**src/rtl/cordic_sched_pkg.sv**
```systemverilog
// Shared types and helpers for the CORDIC request scheduler.
// State encoding, default watchdog length and ID sizing.
package cordic_sched_pkg;

   typedef enum logic [1:0] {
      IDLE,
      ISSUE,
      WAIT,
      RESP
   } state_t;

   localparam int DEF_TIMEOUT = 64;

   function automatic int id_width(input int n);
      return (n <= 1) ? 1 : $clog2(n);
   endfunction

endpackage

```
**src/rtl/cordic_scheduler_rr_arbiter.sv**
```systemverilog
// Combinational round-robin arbiter: first request at or above ptr,
// wrapping, wins. Grant is one-hot, idx is its encoded position.
module rr_arbiter #(
   parameter int N  = 4,
   parameter int IW = 2
) (
   input  logic [N-1:0]  req,
   input  logic [IW-1:0] ptr,
   input  logic          en,
   output logic [N-1:0]  grant,
   output logic [IW-1:0] idx
);

   always_comb begin
      logic          found;
      logic [IW:0]   s;
      logic [IW-1:0] p;
      grant = '0;
      idx   = '0;
      found = 1'b0;
      s     = '0;
      p     = '0;
      for (int i = 0; i < N; i++) begin
         s = {1'b0, ptr} + (IW+1)'(i);
         if (s >= (IW+1)'(N))
            s = s - (IW+1)'(N);
         p = s[IW-1:0];
         if (en && !found && req[p]) begin
            found    = 1'b1;
            grant[p] = 1'b1;
            idx      = p;
         end
      end
   end

endmodule

```
**src/rtl/cordic_scheduler.sv**
```systemverilog
// Time-shares one iterative CORDIC engine among NUM_REQ requesters,
// with round-robin grant, watchdog abort and a single response channel.
module cordic_scheduler
   import cordic_sched_pkg::*;
#(
   parameter int  NUM_REQ     = 4,
   parameter int  WIDTH       = 16,
   parameter int  ANGLE_WIDTH = 32,
   parameter int  TIMEOUT     = DEF_TIMEOUT,
   localparam int ID_W        = id_width(NUM_REQ)
) (
   input  logic                           clock,
   input  logic                           reset_n,
   input  logic [NUM_REQ-1:0]             req_valid,
   output logic [NUM_REQ-1:0]             req_ready,
   input  logic [NUM_REQ*ANGLE_WIDTH-1:0] req_angle,
   input  logic [NUM_REQ*WIDTH-1:0]       req_x,
   input  logic [NUM_REQ*WIDTH-1:0]       req_y,
   output logic                           rsp_valid,
   input  logic                           rsp_ready,
   output logic [ID_W-1:0]                rsp_id,
   output logic [WIDTH-1:0]               rsp_cos,
   output logic [WIDTH-1:0]               rsp_sin,
   output logic                           rsp_err,
   output logic                           cor_start,
   output logic [ANGLE_WIDTH-1:0]         cor_angle,
   output logic [WIDTH-1:0]               cor_x,
   output logic [WIDTH-1:0]               cor_y,
   input  logic                           cor_done,
   input  logic [WIDTH-1:0]               cor_cos,
   input  logic [WIDTH-1:0]               cor_sin,
   output logic                           busy,
   output logic                           spurious_done
);

   localparam int            CW       = $clog2(TIMEOUT);
   localparam logic [CW-1:0] CNT_LAST = CW'(TIMEOUT - 1);

   state_t            state_q, state_n;
   logic [ID_W-1:0]   ptr_q;
   logic [ID_W-1:0]   gidx;
   logic [NUM_REQ-1:0] grant;
   logic [CW-1:0]     cnt_q;
   logic              hs;
   logic              expire;

   rr_arbiter #(
      .N  (NUM_REQ),
      .IW (ID_W)
   ) u_arb (
      .req   (req_valid),
      .ptr   (ptr_q),
      .en    (state_q == IDLE),
      .grant (grant),
      .idx   (gidx)
   );

   assign req_ready = grant;
   assign hs        = |grant;
   assign expire    = (cnt_q == CNT_LAST);

   always_ff @(posedge clock or negedge reset_n) begin
      if (!reset_n)
         state_q <= IDLE;
      else
         state_q <= state_n;
   end

   always_comb begin
      state_n = state_q;
      unique case (state_q)
         IDLE:  if (hs) state_n = ISSUE;
         ISSUE: state_n = WAIT;
         WAIT:  if (cor_done || expire) state_n = RESP;
         RESP:  if (rsp_ready) state_n = IDLE;
         default: state_n = IDLE;
      endcase
   end

   // Status outputs are flopped from the next state.
   always_ff @(posedge clock or negedge reset_n) begin
      if (!reset_n) begin
         cor_start <= 1'b0;
         rsp_valid <= 1'b0;
         busy      <= 1'b0;
      end else begin
         cor_start <= (state_n == ISSUE);
         rsp_valid <= (state_n == RESP);
         busy      <= (state_n != IDLE);
      end
   end

   always_ff @(posedge clock or negedge reset_n) begin
      if (!reset_n) begin
         ptr_q         <= '0;
         cnt_q         <= '0;
         cor_angle     <= '0;
         cor_x         <= '0;
         cor_y         <= '0;
         rsp_id        <= '0;
         rsp_cos       <= '0;
         rsp_sin       <= '0;
         rsp_err       <= 1'b0;
         spurious_done <= 1'b0;
      end else begin
         if (hs) begin
            cor_angle <= req_angle[gidx*ANGLE_WIDTH +: ANGLE_WIDTH];
            cor_x     <= req_x[gidx*WIDTH +: WIDTH];
            cor_y     <= req_y[gidx*WIDTH +: WIDTH];
            rsp_id    <= gidx;
            ptr_q     <= (gidx == ID_W'(NUM_REQ - 1)) ? '0
                                                        : gidx + ID_W'(1);
         end
         if (state_q == ISSUE)
            cnt_q <= '0;
         else if (state_q == WAIT)
            cnt_q <= cnt_q + CW'(1);
         if (state_q == WAIT) begin
            if (cor_done) begin
               rsp_cos <= cor_cos;
               rsp_sin <= cor_sin;
               rsp_err <= 1'b0;
            end else if (expire) begin
               rsp_cos <= '0;
               rsp_sin <= '0;
               rsp_err <= 1'b1;
            end
         end
         if (cor_done && state_q != WAIT)
            spurious_done <= 1'b1;
      end
   end

endmodule

```
**config.mk**
```make
export PLATFORM = sky130hd
export DESIGN_NAME = cordic_scheduler
export DESIGN_NICKNAME = d
export VERILOG_FILES = /design/src/rtl/cordic_sched_pkg.sv /design/src/rtl/cordic_scheduler_rr_arbiter.sv /design/src/rtl/cordic_scheduler.sv
export SDC_FILE = /design/constraint.sdc
export NUM_CORES = 1
export LEC_CHECK = 0
export ABC_AREA = 1
export CORE_AREA = 5 5 154 156
export CTS_CLUSTER_SIZE = 14
export DETAILED_ROUTE_END_ITERATION = 16
export DIE_AREA = 0 0 159 161
export PLACE_DENSITY = 0.66
export SYNTH_ARGS = -nofsm -noshare
export SYNTH_HDL_FRONTEND = slang
export SYNTH_SLANG_ARGS = --single-unit
```
**constraint.sdc**
```tcl
create_clock -name clock -period 6.98 [get_ports clock]
set_input_delay 2.094 -clock clock [delete_from_list [all_inputs] [get_ports clock]]
set_output_delay 2.094 -clock clock [all_outputs]
set_load 0.005 [all_outputs]
```
======== Word level (Yosys, flattened, before mapping) ========
Index checks and enable logic that the tools add are counted.
storage, ports and cells
  bits in registers ....................... 113
  bits of input ports ..................... 296
cells by class
  add/sub/neg operators ................... 9
  magnitude comparators ................... 12
  equal/unequal tests ..................... 8
  shifts and indexed selects .............. 3
  multiplexer cells ....................... 43
  bitwise logic cells ..................... 3
  reduce and logical (&&, ||, !) cells .... 22
operators with widths
  kind                   count
  $shiftx A128 B8 Y32    1
  $shiftx A64 B7 Y16     2
  $mux W16               3
  $mux W2                12
  $mux W4                4
  $mux W1                13
  $logic_and A1 B1 Y1    12
  $lt A2 B3 Y1 const B   4
  $mux W6                2
  $or A4 B4 Y4           3
  $ge A3 B3 Y1 const B   3
  $bmux W1 S2            4
  $demux W1 S2           4
  $eq A2 B2 Y1 const B   4
  $ge A2 B1 Y1 const B   4
  $pmux W2 S4            1
  $sub A2 B1 Y2 const B  4
  $add A2 B2 Y3 const B  2
  $add A6 B1 Y6 const B  1
  $eq A6 B6 Y1 const B   1
  $reduce_bool A2 Y1     3
  $eq A2 B1 Y1 const B   2
  $reduce_or A4 Y1       1
  $add A2 B1 Y3 const B  1
  7 further kinds        9

======== Logic depth before layout (Yosys ltp) ========
  word-level depth ........................ 22
  gate-level depth with buffers ........... 18
  depth with buffers taken out ............ 16

======== Cells and area by module ========
Synthesis repeated with hierarchy kept, for this count alone.
second synthesis, totals
  cell total of the unflattened synthesis .. 943
  area total of the unflattened synthesis .. 6736.5 sq um
modules (own cells, without submodules)
  module            times used  cells each  area an instance (sq um)  sequential area each (sq um)
  cordic_scheduler  1           862         6243.5                    2827.7
  rr_arbiter        1           81          493.0                     0.0

======== Worst setup path before layout ========
OpenSTA, ideal clock, no wires.
  path kind ............................... input-to-output
  from .................................... input req_valid[3]
  to ...................................... output req_ready[1]
  arrival time ............................ 2.886 ns
  setup slack ............................. 2.000 ns
  cell stages on the path ................. 9
  cells stage by stage .................... nand2_1 -> nand3_1 -> nand2_2 -> nand2_2 -> nor2_1 -> nand2_1 -> nand2_1 -> inv_1 -> nand3_1
between the ends
  cells in the longest elaborated chain, start to end .. 16
  elaborated cells between the ends (all ways) .. 28
  those cells by class .................... 15 x mux; 3 x bitwise; 10 x reduce/logical
ends and longest elaborated chain
  what                               line                               source
  from (decl)                        cordic_scheduler.sv:14             input logic [NUM_REQ-1:0] req_valid,
  $bmux W1 S2                        cordic_scheduler_rr_arbiter.sv:28  if (en && !found && req[p]) begin
  $mux W1 (implied by the code)      cordic_scheduler_rr_arbiter.sv:28
  $logic_and A1 B1 Y1                cordic_scheduler_rr_arbiter.sv:28
  $mux W1                            cordic_scheduler_rr_arbiter.sv:28
  $logic_not A1 Y1                   cordic_scheduler_rr_arbiter.sv:28
  $logic_and A1 B1 Y1 (2 in series)  cordic_scheduler_rr_arbiter.sv:28
  $mux W1                            cordic_scheduler_rr_arbiter.sv:28
  $logic_not A1 Y1                   cordic_scheduler_rr_arbiter.sv:28
  $logic_and A1 B1 Y1 (2 in series)  cordic_scheduler_rr_arbiter.sv:28
  $mux W1                            cordic_scheduler_rr_arbiter.sv:28
  $logic_not A1 Y1                   cordic_scheduler_rr_arbiter.sv:28
  $logic_and A1 B1 Y1 (2 in series)  cordic_scheduler_rr_arbiter.sv:28
  $mux W4 (*)                        cordic_scheduler_rr_arbiter.sv:28
  to (decl)                          cordic_scheduler.sv:15             output logic [NUM_REQ-1:0] req_ready,
Mark *: on every way between the ends. The rest lies on a longest branch, timed or not. The select of a mux whose other input is x is not followed.

======== Final worst setup path ========
Ends and elaborated chain as after synthesis.

==> reports/results.ini <==
[floorplanning]
num_rows=55
dieArea_sq_um=25600
core-area_sq_um=22230
start_util_pct=32.68
die_x_um=159
die_h_um=161
io_pins=403

[pwr]
power_leakage_nw=5.599
p_per_area_nw_per_um2=522.0
peakVddDrop_uv=797.2

[critical_path]
critPathLaunch=req_valid[3]
timing.rr.start=ptr_q[0]
path_buf_inv=3
timing.rr.end=cor_angle[4]
required_ns=4.89
path_max_fanout=6
cpMaxStageDelayCell=clkdlybuf4s50_1
path_class=in -> out
r2r_cells=17
timing.reg2reg.setup_slack_ns=2.89
cp.arrival_ns=4.13
cp.depth=11
cpMostUsedCell=nand2_1
cp-end-kind=primary output
critPathTopFamily=simple AND/OR/NAND/NOR gates
cp-start-kind=input port
crit_chain=clkdlybuf4s50_1 -> nand2_1 -> nand3_1 -> nand2_2 -> nand2_2 -> nor2_1 -> nand2_1 -> nand2_1 -> inv_1 -> nand3_1 -> clkdlybuf4s50_1
critPathCapture=req_ready[1]
slowest_delay_ns=0.54

[detailed_routing]
drtIter0Drc=537
vias=8382
wl_um=30260
firstDrtPassIters=5
drcViolationCount=0
ant_nets=0
routedWlPerCell_um=18.09
via_per_inst=5.010

[clock_tree]
numCtsBuffers=17
worst_skew_pair.late_latency_ns=0.42
postCtsHoldBufs=0
cts_root_buf=clkbuf_16
cts.sinks=113
clk_pin_slew_ns=0.05
cts_repair_resize_count=0
cts_tree=yes
post_cts.repair.setup_buffers=0
cts_htree_levels=4
clockBufferDepth=2

[grt]
grt_max_degree=88
overflow=0
grt_pass1_vias=8393
grt_first_pass_wirelength_um=47140
grtUsageTotal_pct=22.88
antenna_found_initial=2

[timing]
skew_ns=0.01300
max_freq_mhz=160.6
setup_viol=0
tns_ns=0
rsz0062_at_grt=no
period_share_pct=89.22
hold_ws_ns=0.4659
tightest_slew_ns=1.115
min_period_ns=6.228
max_slew_margin_pct=25.58
drv_slew=0
hold_violations=0

[placed_design]
dpl-instance-area_sq_um=11330
dpl.hpwl_um=21830
place_congestion=0.8969
dp_cells=1641
io_buffers=402

[synth]
synth_top_area_share_pct=38.93
yosys.area_share.adder_pct=2.411
yosys.area.top_type=dfrtp_1
syn_nets=1330
yosys-mux-area-fraction_pct=0
synth_area_leaders=dfrtp_1, nand3_1, nand2_1, nand3b_1, a22o_1
synth.avg_cell_area_sq_um=7.122
ys_types=32
synth_area_sq_um=7264
synth_xor_xnor_area_share_pct=0.1206
synth_top_family_by_area=simple AND/OR/NAND/NOR gates
yosys.area_share.simple_pct=44.14
synth_compound_area_share_pct=4.960
synth_cells=1020
yosysWarnings=0
yosysSeqAreaShare_pct=38.93
synth_seq_cells=113

[cells_and_area]
finalNonFillerCells=1673
final_nets=1685
layout_common_cells=clkdlybuf4s50_1, nand2_1, nand3_1
syn_to_final_growth_pct=64.23
seq_area_sq_um=2828
diodes=0
final_common_cell=clkdlybuf4s50_1
design_area_sq_um=11930
multiInputGateArea_sq_um=3774
drive_gt1_share_pct=4.323
num-fill-cells=2180
utilization_pct=53.67

[outcome]
status=finished, final reports clean

[job]
cap_violations=0

[hold_path]
min_path_type=reg -> reg

[metal layers]
layer | up-vias | track usage, % | part of all wire (%)
li1 | 4074 | - | -
met3 | 41 | 7.068 | 8.4
met4 | 4 | 6.475 | 2.0
met2 | 366 | 39.18 | 49
met5 | - | 0 | 0.11
met1 | 3897 | 27.91 | 41
[where the power goes]
part / total [mW] / internal, mW / switching [mW]
logic: 4.14 / 1.63 / 2.51
registers: 1.20 / 1.01 / 0.181
clock network: 0.892 / 0.537 / 0.355
[how the worst min path moves through the flow]
stage	start	end	slack, ns	cells after the start
final	spurious_done	spurious_done	0.47	1
after global routing	spurious_done	spurious_done	0.50	1
after CTS	spurious_done	spurious_done	0.46	1
after detailed placement	spurious_done	spurious_done	0.45	1
after global placement	spurious_done	spurious_done	0.44	1
after floorplan	spurious_done	spurious_done	0.45	1
[cells in the mapped netlist]
master	count
nor2_1	14
o21ai_0	4
nor2_4	2
buf_6	3
dfrtp_1	113
a22oi_1	1
a21o_1	1
a21oi_1	3
xor2_1	1
nand3_1	275
buf_2	32
nand2_4	1
nor2_2	3
nand3_2	2
inv_1	67
clkinv_1	1
nor3b_1	1
buf_4	20
nand2_2	3
nand2_1	350
o21a_1	1
o21ai_2	1
clkbuf_1	16
o22ai_1	1
a211oi_1	1
inv_2	2
nand4_1	6
nand3b_1	43
nor3_1	1
buf_1	5
ha_1	14
a22o_1	32
[state kept, by name, summed over array words and instances, names as in the netlist]
name	count
busy	1
cnt_q	6
cor_angle	32
cor_start	1
cor_x	16
cor_y	16
ptr_q	2
rsp_cos	16
rsp_err	1
rsp_id	2
rsp_sin	16
rsp_valid	1
spurious_done	1
state_q	2
[cell families (layout without fill, tap and decap cells)]
kind of cell	after synthesis	count (layout)
xor+xnor	1	1
compound gates	45	45
buf+inv	146	514
simple gates	701	701
flops	113	113
fa+ha+maj	14	14
[worst reg2reg max path: cells and delay by family (launching register included)]
family                   cells  cell delay [ns]
buffers and inverters        4             0.90
flip-flops                   1             0.56
AND/OR/NAND/NOR             12             2.11
adder cells (fa/ha/maj)      1             0.41
[cell type report]
| type | count | area share [%] |
|---|---|---|
| timing repair buffer | 412 | 34.44 |
| tap | 285 | 2.989 |
| inverter | 70 | 2.202 |
| sequential | 113 | 23.70 |
| clock inverter | 15 | 1.468 |
| clock buffer | 17 | 3.566 |
| multi-input combinational | 761 | 31.63 |
[metrics by stage]
stage | power (mW) | setup slack, ns
2_1_floorplan | 3.916 | 2.000
3_3_place_gp | 5.328 | 0.8566
3_5_place_dp | 5.385 | 0.7864
4_1_cts | 6.310 | 0.7901
5_1_grt | 6.849 | 0.6256
6_report | 6.227 | 0.7525
(Power assumes the default switching activity.)
